<file path="src/rtl/buffer_ram_reader_pkg.sv">
// st7789_pkg: reader FSM states, pixel type, bytes per pixel and RGB byte packers.
// Build option: BUFFER_RAM_READER_RGB666_EN selects 18-bit (3 bytes/pixel) output.
package st7789_pkg;

    typedef enum logic [2:0] {IDLE, FETCH, SEND_HI, SEND_MID, SEND_LO} reader_state_t;

    typedef struct packed {
        logic [7:0] r;
        logic [7:0] g;
        logic [7:0] b;
    } pixel_t;

`ifdef BUFFER_RAM_READER_RGB666_EN
    localparam int BYTES_PER_PIXEL = 3;
`else
    localparam int BYTES_PER_PIXEL = 2;
`endif

    // Byte idx of an RGB565 pixel: 0 = {R5,G3 high}, otherwise {G3 low,B5}
    function automatic logic [7:0] pack_rgb565(pixel_t p, logic [1:0] idx);
        return (idx == 2'd0) ? {p.r[7:3], p.g[7:5]} : {p.g[4:2], p.b[7:3]};
    endfunction

    // Byte idx of an RGB666 pixel: 0 = R, 1 = G, otherwise B, each left-aligned
    function automatic logic [7:0] pack_rgb666(pixel_t p, logic [1:0] idx);
        return (idx == 2'd0) ? {p.r[7:2], 2'b00} :
               (idx == 2'd1) ? {p.g[7:2], 2'b00} : {p.b[7:2], 2'b00};
    endfunction

endpackage

</file>
<file path="src/rtl/buffer_ram_reader_if.sv">
// buffer_ram_reader_if: buffer RAM read port plus valid/ready byte stream to the serializer.
interface buffer_ram_reader_if #(parameter int ADDR_W = 16);

    logic [ADDR_W-1:0] READ_RAM_ADDRESS;
    logic [7:0]        READ_RAM_COLOR_R;
    logic [7:0]        READ_RAM_COLOR_G;
    logic [7:0]        READ_RAM_COLOR_B;
    logic [7:0]        OUT_DATA;
    logic              OUT_VALID;
    logic              OUT_READY;
    logic              OUT_LAST;

    modport master (
        output READ_RAM_ADDRESS,
        input  READ_RAM_COLOR_R, READ_RAM_COLOR_G, READ_RAM_COLOR_B,
        output OUT_DATA, OUT_VALID, OUT_LAST,
        input  OUT_READY
    );

    modport slave (
        input  READ_RAM_ADDRESS,
        output READ_RAM_COLOR_R, READ_RAM_COLOR_G, READ_RAM_COLOR_B,
        input  OUT_DATA, OUT_VALID, OUT_LAST,
        output OUT_READY
    );

endinterface

</file>
<file path="src/rtl/buffer_ram_reader.sv">
// buffer_ram_reader: scans the pixel buffer RAM once per START and streams ST7789 pixel bytes.
// Build option: BUFFER_RAM_READER_RGB666_EN streams RGB666 (3 bytes/pixel) instead of RGB565.
module buffer_ram_reader
    import st7789_pkg::*;
#(
    parameter int X_LIMIT = 240,
    parameter int Y_LIMIT = 240
) (
    input  logic CLK,
    input  logic RESET,
    input  logic START,
    output logic BUSY,
    output logic FRAME_DONE,
    buffer_ram_reader_if.master bus
);

    localparam int ADDR_W = $clog2(X_LIMIT) + $clog2(Y_LIMIT);
    localparam logic [ADDR_W-1:0] LAST_PIX = ADDR_W'(X_LIMIT * Y_LIMIT - 1);

    reader_state_t     state, next;
    logic [ADDR_W-1:0] addr, pcnt, addr_inc;
    pixel_t            pix, ram_pix;
    logic              hs, last_pix;
    logic [1:0]        idx;

    assign ram_pix  = {bus.READ_RAM_COLOR_R, bus.READ_RAM_COLOR_G, bus.READ_RAM_COLOR_B};
    assign hs       = bus.OUT_VALID && bus.OUT_READY;
    assign last_pix = pcnt == LAST_PIX;
    assign addr_inc = (addr == LAST_PIX) ? addr : addr + 1'b1;
    assign idx      = (state == SEND_HI) ? 2'd0 : (state == SEND_MID) ? 2'd1 : 2'(BYTES_PER_PIXEL - 1);

    assign bus.READ_RAM_ADDRESS = addr;
    assign bus.OUT_VALID        = state inside {SEND_HI, SEND_MID, SEND_LO};
    assign bus.OUT_LAST         = (state == SEND_LO) && last_pix;
`ifdef BUFFER_RAM_READER_RGB666_EN
    assign bus.OUT_DATA         = bus.OUT_VALID ? pack_rgb666(pix, idx) : 8'h00;
`else
    assign bus.OUT_DATA         = bus.OUT_VALID ? pack_rgb565(pix, idx) : 8'h00;
`endif

    // State register; reset aborts any frame in progress
    always_ff @(posedge CLK or posedge RESET) begin
        if (RESET) state <= IDLE;
        else       state <= next;
    end

    // Next state: one fetch cycle, then one byte state per handshake
    always_comb begin
        next = state;
        case (state)
            IDLE:     next = START ? FETCH : IDLE;
            FETCH:    next = SEND_HI;
`ifdef BUFFER_RAM_READER_RGB666_EN
            SEND_HI:  next = hs ? SEND_MID : SEND_HI;
            SEND_MID: next = hs ? SEND_LO : SEND_MID;
`else
            SEND_HI:  next = hs ? SEND_LO : SEND_HI;
`endif
            SEND_LO:  next = hs ? (last_pix ? IDLE : SEND_HI) : SEND_LO;
            default:  next = IDLE;
        endcase
    end

    // Address, pixel count and pixel capture; address rests at 0 in IDLE so the
    // RAM already presents pixel 0 when FETCH captures it
    always_ff @(posedge CLK or posedge RESET) begin
        if (RESET) begin
            addr       <= '0;
            pcnt       <= '0;
            pix        <= '0;
            BUSY       <= 1'b0;
            FRAME_DONE <= 1'b0;
        end else begin
            FRAME_DONE <= 1'b0;
            if (state == IDLE && START) begin
                addr <= '0;
                pcnt <= '0;
                BUSY <= 1'b1;
            end
            if (state == FETCH) begin
                pix  <= ram_pix;
                addr <= addr_inc;
            end
            if (state == SEND_LO && hs) begin
                if (last_pix) begin
                    addr       <= '0;
                    pcnt       <= '0;
                    BUSY       <= 1'b0;
                    FRAME_DONE <= 1'b1;
                end else begin
                    pix  <= ram_pix;
                    addr <= addr_inc;
                    pcnt <= pcnt + 1'b1;
                end
            end
        end
    end

endmodule
</file>
<file path="src/flat_wrapper.sv">
// flat-port wrapper written by rule: the top's interface ports become plain ports
module buffer_ram_reader_flat import st7789_pkg::*;
#(
    parameter int X_LIMIT = 240,
    parameter int Y_LIMIT = 240
)
  (CLK, RESET, START, BUSY, FRAME_DONE, bus_READ_RAM_ADDRESS, bus_READ_RAM_COLOR_R, bus_READ_RAM_COLOR_G, bus_READ_RAM_COLOR_B, bus_OUT_DATA, bus_OUT_VALID, bus_OUT_LAST, bus_OUT_READY);
  buffer_ram_reader_if bus_i ();
  input  logic CLK;
  input  logic RESET;
  input  logic START;
  output logic BUSY;
  output logic FRAME_DONE;
  output wire logic [$bits(bus_i.READ_RAM_ADDRESS)-1:0] bus_READ_RAM_ADDRESS;
  input wire logic [$bits(bus_i.READ_RAM_COLOR_R)-1:0] bus_READ_RAM_COLOR_R;
  input wire logic [$bits(bus_i.READ_RAM_COLOR_G)-1:0] bus_READ_RAM_COLOR_G;
  input wire logic [$bits(bus_i.READ_RAM_COLOR_B)-1:0] bus_READ_RAM_COLOR_B;
  output wire logic [$bits(bus_i.OUT_DATA)-1:0] bus_OUT_DATA;
  output wire logic [$bits(bus_i.OUT_VALID)-1:0] bus_OUT_VALID;
  output wire logic [$bits(bus_i.OUT_LAST)-1:0] bus_OUT_LAST;
  input wire logic [$bits(bus_i.OUT_READY)-1:0] bus_OUT_READY;
  assign bus_READ_RAM_ADDRESS = bus_i.READ_RAM_ADDRESS;
  assign bus_i.READ_RAM_COLOR_R = bus_READ_RAM_COLOR_R;
  assign bus_i.READ_RAM_COLOR_G = bus_READ_RAM_COLOR_G;
  assign bus_i.READ_RAM_COLOR_B = bus_READ_RAM_COLOR_B;
  assign bus_OUT_DATA = bus_i.OUT_DATA;
  assign bus_OUT_VALID = bus_i.OUT_VALID;
  assign bus_OUT_LAST = bus_i.OUT_LAST;
  assign bus_i.OUT_READY = bus_OUT_READY;
  buffer_ram_reader #(.X_LIMIT(X_LIMIT), .Y_LIMIT(Y_LIMIT)) u_core (.CLK(CLK), .RESET(RESET), .START(START), .BUSY(BUSY), .FRAME_DONE(FRAME_DONE), .bus(bus_i));
endmodule
</file>
<file path="config.mk">
export PLATFORM = sky130hd
export DESIGN_NAME = buffer_ram_reader_flat
export DESIGN_NICKNAME = d
export VERILOG_FILES = /design/src/rtl/buffer_ram_reader_pkg.sv /design/src/rtl/buffer_ram_reader_if.sv /design/src/rtl/buffer_ram_reader.sv /design/src/flat_wrapper.sv
export SDC_FILE = /design/constraint.sdc
export NUM_CORES = 1
export LEC_CHECK = 0
export CAP_MARGIN = 20
export CORE_ASPECT_RATIO = 1.25
export CORE_MARGIN = 10
export CORE_UTILIZATION = 40
export CTS_CLUSTER_DIAMETER = 80
export CTS_CLUSTER_SIZE = 8
export DETAILED_ROUTE_END_ITERATION = 12
export MAX_ROUTING_LAYER = met4
export PLACE_DENSITY = 0.62
export SYNTH_ARGS = -nofsm -noshare
export SYNTH_HDL_FRONTEND = slang
export SYNTH_SLANG_ARGS = --single-unit
</file>
<file path="constraint.sdc">
create_clock -name CLK -period 6.6 [get_ports CLK]
set_input_delay 0.66 -clock CLK [delete_from_list [all_inputs] [get_ports CLK]]
set_output_delay 0.66 -clock CLK [all_outputs]
set_load 0.01 [all_outputs]
</file>
# Word-level counts from Yosys, hierarchy flattened
# Index checks and enable logic that the tools add are counted.
[word_totals]
ff_bits = 61
in_bits = 28
output_inout_bits = 28
elab_cells = 48
[classes]
addsub = 2
eq_ne = 6
muxes = 23
reduce_logical = 9
[ops]
columns = ["cell", "n"]
rows = [
  ["$mux 16", 7],
  ["$mux 24", 3],
  ["$add 16x1->16 const B", 2],
  ["$eq 16x16->1 const B", 2],
  ["$mux 8", 2],
  ["$pmux 3 s4", 1],
  ["$mux 1", 7],
  ["$eq 3x2->1 const B", 2],
  ["$mux 3", 2],
  ["$reduce_bool 3->1", 2],
  ["$logic_and 1x1->1", 4],
  ["$eq 3x1->1 const B", 1],
  ["$eq 3x3->1 const B", 1],
  ["$logic_not 3->1", 1],
  ["$logic_not 2->1", 1],
  ["$mux 2", 1],
  ["$reduce_bool 2->1", 1],
]

# Logic depth before layout (Yosys ltp)
[logic_depth]
depth_word = 5
mapped_depth = 8
depth_no_buf = 6

# Worst setup path after synthesis
# OpenSTA, ideal clock, no wires.
[synth_path]
path_kind = "reg2out"
start = "register u_core.pcnt[8]"
end = "output port bus_OUT_LAST"
arrival_time_ns = 1.529
required_ns = 5.940
path_slack_ns = 4.411
path_stages_with_launch = 5
path_buffers = 1
path_cell_list = "dfrtp_1 buf_6 or4_4 nor4_4 and2_1"
[synth_via]
elab_chain_len = 2
[synth_lines]
columns = ["item", "line_no", "rtl"]
rows = [
  ["start, declared", "buffer_ram_reader.sv:21", "logic [ADDR_W-1:0] addr, pcnt, addr_inc;"],
  ["start signal, assigned", "buffer_ram_reader.sv:93", "pcnt <= pcnt + 1'b1;"],
  ["$eq 16x16->1", "buffer_ram_reader.sv:28", "assign last_pix = pcnt == LAST_PIX;"],
  ["$logic_and 1x1->1", "buffer_ram_reader.sv:34", "assign bus.OUT_LAST = (state == SEND_LO) && last_pix;"],
  ["end, declared", "flat_wrapper.sv:20", "output wire logic [$bits(bus_i.OUT_LAST)-1:0] bus_OUT_LAST;"],
]
# Every way passes these cells.

# Worst setup path in the final report
# Ends and elaborated chain as after synthesis.

==> results.json <==
{
  "finalHoldViolations": 0,
  "rows": 34,
  "comb_power_share_pct": 38.7,
  "whs_path_depth": 1,
  "syn_inst": 280,
  "cts_setup_buffers": 0,
  "htree_levels": 2,
  "ys_top_cells_by_area": "dfrtp_1 46%, mux2i_1 4.9%, mux2_4 4.7%, o21ai_0 3.6%, xor2_1 3.6%",
  "synth_common_cells": "53 x dfrtp_1, 27 x nor2_1, 21 x o21ai_0",
  "ctsResizeCount": 0,
  "whs_ns": 0.483,
  "fillers": 675,
  "io_pins": 56,
  "slew_viol_final": 0,
  "fp.dieArea_um2": 11000,
  "setup_tns_ns": 0,
  "synth_warnings": 0,
  "syn_avg_cell_area_um2": 10.3,
  "drtPass1Iterations": 5,
  "antenna_cells": 0,
  "worstReg2RegEnd": "u_core.pix[6]",
  "p_clk_share_pct": 17.6,
  "grt_antenna_before_repair": 0,
  "arrival_ns": 2.48,
  "crit_chain": "or4_4, nor4_4, and2_1, clkdlybuf4s50_1",
  "max_stage_delay_ns": 0.58,
  "required_ns": 5.94,
  "grt.met3_usage_pct": 2.61,
  "reg2reg_from": "u_core.pcnt[8]",
  "rsz0062_at_grt": "no",
  "first_global_vias": 2121,
  "synth_ff_type": "dfrtp_1",
  "p_sw_share_pct": 34.0,
  "synth_seq_area_share_pct": 46.0,
  "holdBufCountCts": 0,
  "synth_top_area_share_pct": 46.0,
  "wl_mm": 6.39,
  "maxCapViolCount": 0,
  "nets": 350,
  "synth_edf_count": 0,
  "synthArstFlopShare_pct": 100,
  "grt_usage_pct": 12.2,
  "stdcell_count": 410,
  "finalSetupViolCount": 0,
  "met2_usage_pct": 19.3,
  "place_inst": 403,
  "chipWidth_um": 95.9,
  "power.switching_uw": 358,
  "startpoint_type": "flip-flop",
  "port_buffers": 47,
  "cp_slowest_cell": "or4_4",
  "clockRootBuffer": "clkbuf_8",
  "cts.path.max_buffers": 2,
  "drive_gt1_share_pct": 10.0,
  "place.gp.congestion": 0.779,
  "holdPathEnd": "u_core.pcnt[15]",
  "fin_util_pct": 49.6,
  "cts.sinks": 53,
  "avgRoutedWirePerCell_um": 15.6,
  "initial_core_util_pct": 41.3,
  "grt_max_degree": 54,
  "busiest_layer": "met2",
  "ys_types": 49,
  "tightest_slew_ns": 0.901,
  "routed_via_density": 5.46,
  "core_um2": 6980,
  "syn_to_final_growth_pct": 20.1,
  "synth.most_common_cell": "dfrtp_1",
  "crit_type": "reg2out",
  "yosys.area.top_type": "dfrtp_1",
  "max_clock_freq_mhz": 318,
  "min_path_type": "reg2reg",
  "numCtsBuffers": 5,
  "seqCellArea_um2": 1330,
  "synth_area_um2": 2880,
  "syn_nets": 310,
  "fp.dieH_um": 115,
  "grt_use_met1_pct": 15.1,
  "path_max_fanout": 9,
  "status": "finished clean",
  "drc": 0,
  "ir_drop_uv": 170,
  "cts_tree": "done",
  "power.density_nw_per_um2": 304,
  "power_frac_seq_pct": 43.6,
  "worstHoldStart": "u_core.pcnt[15]",
  "clkLatencyLatePin_ns": 0.30,
  "ant_nets": 0,
  "multi_input_area_um2": 1430,
  "period_needed_ns": 3.14,
  "min_period_over_period_pct": 47.6,
  "path_clk_slew_ns": 0.09,
  "finalClockSkew_ns": 0.00388,
  "ys_ff_latch": 53,
  "relSlewSlack_pct": 39.4,
  "via_count": 2239,
  "p_int_uw": 695,
  "reg2reg_depth": 5,
  "grt_pass1_wl_mm": 10.6,
  "dp_hpwl_mm": 4.49,
  "end_kind": "output pin",
  "p_leak_uw": 0.00142,
  "reg2reg_slack_ns": 4.03,
  "grt-ovfl-total": 0,
  "drt_iter0_drc": 87
}
routing by layer:
layer | vias up | share of wire [%]
met2 | 45 | 49
met3 | 5 | 5.5
li1 | 1095 | -
met5 | - | 0
met1 | 1094 | 45
met4 | 0 | 1.1
cells by family after synthesis:
logic type,count (synthesis),share of synthesized area (%)
AO/OA/AOI/OAI,60,12.9
XOR/XNOR,12,3.65
adder cells (fa/ha/maj),2,0.868
buffers and inverters,21,4.21
flip-flops,53,46.0
multiplexers,30,12.3
AND/OR/NAND/NOR,102,20.1
sequential cells by signal, summed over array words and instances, names as in the netlist:
name and count:
u_core.bus.READ_RAM_ADDRESS 16, u_core.pcnt 16, u_core.pix 16, u_core.state 3, u_core.BUSY 1, u_core.FRAME_DONE 1
layout by cell type (no fill, tap or decap), types with 5 or more instances in the layout:
cell             netlist  routed
nand2_1               19      19
a31oi_1                7       7
nand4_1               12      12
o21ai_0               21      21
nand3_1                8       8
and3_1                 5       5
inv_1                  6       5
mux2_2                 7       7
clkbuf_8               0       6
mux2_4                 9       9
nor2_1                27      27
xor2_1                12      12
a21oi_1               11      11
dfrtp_1               53      53
mux2i_1               14      14
o211ai_1               5       5
clkdlybuf4s50_1        0      47
cell type report:
type / instances / area share [%]
multi-input cells: 206 / 41.4
inverters: 6 / 0.651
repair buffers: 48 / 13.8
well taps: 90 / 3.25
flip-flops and latches: 53 / 38.3
clock buffers: 7 / 2.50
worst max path at each step:
stage                              start              to  slack [ns]  cells after the start
after floorplan           u_core.pcnt[8]    bus_OUT_LAST        4.41                      4
after global placement    u_core.pcnt[8]    bus_OUT_LAST        3.77                      4
after detailed placement   bus_OUT_READY  u_core.pix[22]        3.78                      5
after CTS                 u_core.pcnt[8]    bus_OUT_LAST        3.43                      4
after global routing      u_core.pcnt[0]    bus_OUT_LAST        3.29                      5
final                     u_core.pcnt[8]    bus_OUT_LAST        3.46                      4
per-stage QoR:
step	setup slack [ns]	area (µm²)	power, µW
floorplan	4.41	2880	755
global placement	3.77	3370	869
detailed placement	3.78	3370	879
CTS	3.43	3460	1070
global route	3.29	3460	1120
finish	3.46	3460	1050
power by group through the flow:
stage	Clock (µW)	Sequential [µW]	Combinational [µW]
after floorplan	0	435	320
after global placement	0	462	408
after detailed placement	0	464	415
after CTS	194	459	416
after global routing	204	472	449
final	186	459	408
worst max-delay path: cells and delay by family (launching register included):
kind,cells,cell delay [ns]
buf+inv,1,0.54
flops,1,0.49
simple gates,3,1.15
No activity file was read; power rests on OpenSTA's default activity.
==> edit: new RTL, same settings <==
Make the reset (`RESET`) synchronous in 2 clocked blocks.
--- a/src/rtl/buffer_ram_reader.sv
+++ b/src/rtl/buffer_ram_reader.sv
@@ -39,7 +39,7 @@
 `endif
 
     // State register; reset aborts any frame in progress
-    always_ff @(posedge CLK or posedge RESET) begin
+    always_ff @(posedge CLK) begin
         if (RESET) state <= IDLE;
         else       state <= next;
     end
@@ -63,7 +63,7 @@
 
     // Address, pixel count and pixel capture; address rests at 0 in IDLE so the
     // RAM already presents pixel 0 when FETCH captures it
-    always_ff @(posedge CLK or posedge RESET) begin
+    always_ff @(posedge CLK) begin
         if (RESET) begin
             addr       <= '0;
             pcnt       <= '0;
Function: differs if RESET is asserted again (counterexample within 4 cycles, from zero or initial values and one cycle with RESET high); with RESET held inactive, the same outputs for 10 cycles.
==> edit against the original RTL <==
Synthesized cell count is 19% higher. Routed wire length is 3.6% higher. Worst setup slack worse by 0.49 ns. Cell area is 3.0% lower. Sequential cell count stayed put. First-iteration DRC count is 21% higher. Register-to-register slack worse by 0.41 ns. Cell count is 11% higher. Synthesized area is 3.7% lower. Global-route usage is 0.090 points higher.
Power is not compared: it rests on default switching activity, and its combinational part moved more than twofold at a synthesized area within 25%.
==> edit: results <==
export IMPL_ys_top_cells_by_count="nand2_1, dfxtp_1, mux2i_1"
export IMPL_met1_usage=0.153
export IMPL_startpoint="u_core.pcnt[0]$_SDFFE_PP0P_"
export IMPL_drive_gt1_frac=0.0432
export IMPL_wl_met1_mm=3.21
export IMPL_wl_met3_um=406
export IMPL_fillers=662
export IMPL_grt_usage=0.123
export IMPL_dp_cells=449
export IMPL_slew_headroom=0.391
export IMPL_place_area_um2=3260
export IMPL_grt_first_pass_wirelength_mm=11.0
export IMPL_drtPass1Iterations=4
export IMPL_hold_path_depth=2
export IMPL_status="finished clean"
export IMPL_wl_per_cell_um=14.5
export IMPL_cpMaxStageDelayCell="or4_1"
export IMPL_drtIter0Drc=105
export IMPL_synth_main_ff_cell="dfxtp_1"
export IMPL_use_met2=0.190
export IMPL_worst_path_largest_cell_delay_ns=0.96
export IMPL_async_flop_share=0
export IMPL_grt_pass1_vias=2356
export IMPL_ys_top_cells_by_area="dfxtp_1, mux2i_1, nand2_1"
export IMPL_dr_total_vias=2549
export IMPL_finalHoldWorstSlack_ns=0.462
export IMPL_use_met3=0.0397
export IMPL_r2r_setup_slack_ns=3.62
export IMPL_fin_nets=400
export IMPL_dr_wl_met2_mm=2.95
export IMPL_place_gp_congestion=0.783
export IMPL_synth_distinct_cells=53
export IMPL_grt_max_degree=37
export IMPL_clkLatencyLatePin_ns=0.30
export IMPL_path_max_fanout=26
export IMPL_drt_wl_total_mm=6.61
export IMPL_rr_endpoint="u_core.bus.READ_RAM_ADDRESS[4]$_SDFFE_PP0P_"
export IMPL_min_delay_start="u_core.pix[14]$_SDFF_PP0_"
export IMPL_clkTransAtPathRegs_ns=0.09
export IMPL_clock_fmax_mhz=275
export IMPL_synth_seq_area_share=0.382
export IMPL_post_place_ws_ns=3.21
export IMPL_arrival_ns=2.98
export IMPL_timing_rr_start="u_core.pcnt[0]$_SDFFE_PP0P_"
export IMPL_power_mw=0.587
export IMPL_antenna_found_initial=0
[edit: changes by cell type after synthesis, sizes merged, moves of 9 or more]
| cell | before | now |
|---|---|---|
| dfxtp | 0 | 53 |
| mux2i | 14 | 25 |
| nor2 | 30 | 8 |
| dfrtp | 53 | 0 |
| nand2 | 19 | 59 |
| mux2 | 16 | 1 |
| xor2 | 12 | 1 |
| a21oi | 11 | 20 |
[edit: cell families after synthesis]
kind of cell	Yosys count	synth area share
DFF	53	0.382
muxes	26	0.0942
buffers and inverters	29	0.0473
adders and majority gates	2	0.00902
AOI/OAI and AO/OA	83	0.192
and+or+nand+nor	138	0.266
xor gates and xnor gates	3	0.00947
[edit: cell type report]
cell class / instances / area, um^2 / share of cell area
inverter: 9 / 33.8 / 0.0101
sequential: 53 / 1060 / 0.316
tap: 87 / 109 / 0.0324
timing repair buffer: 49 / 483 / 0.144
clock buffer: 7 / 86.3 / 0.0257
multi-input combinational: 252 / 1580 / 0.472
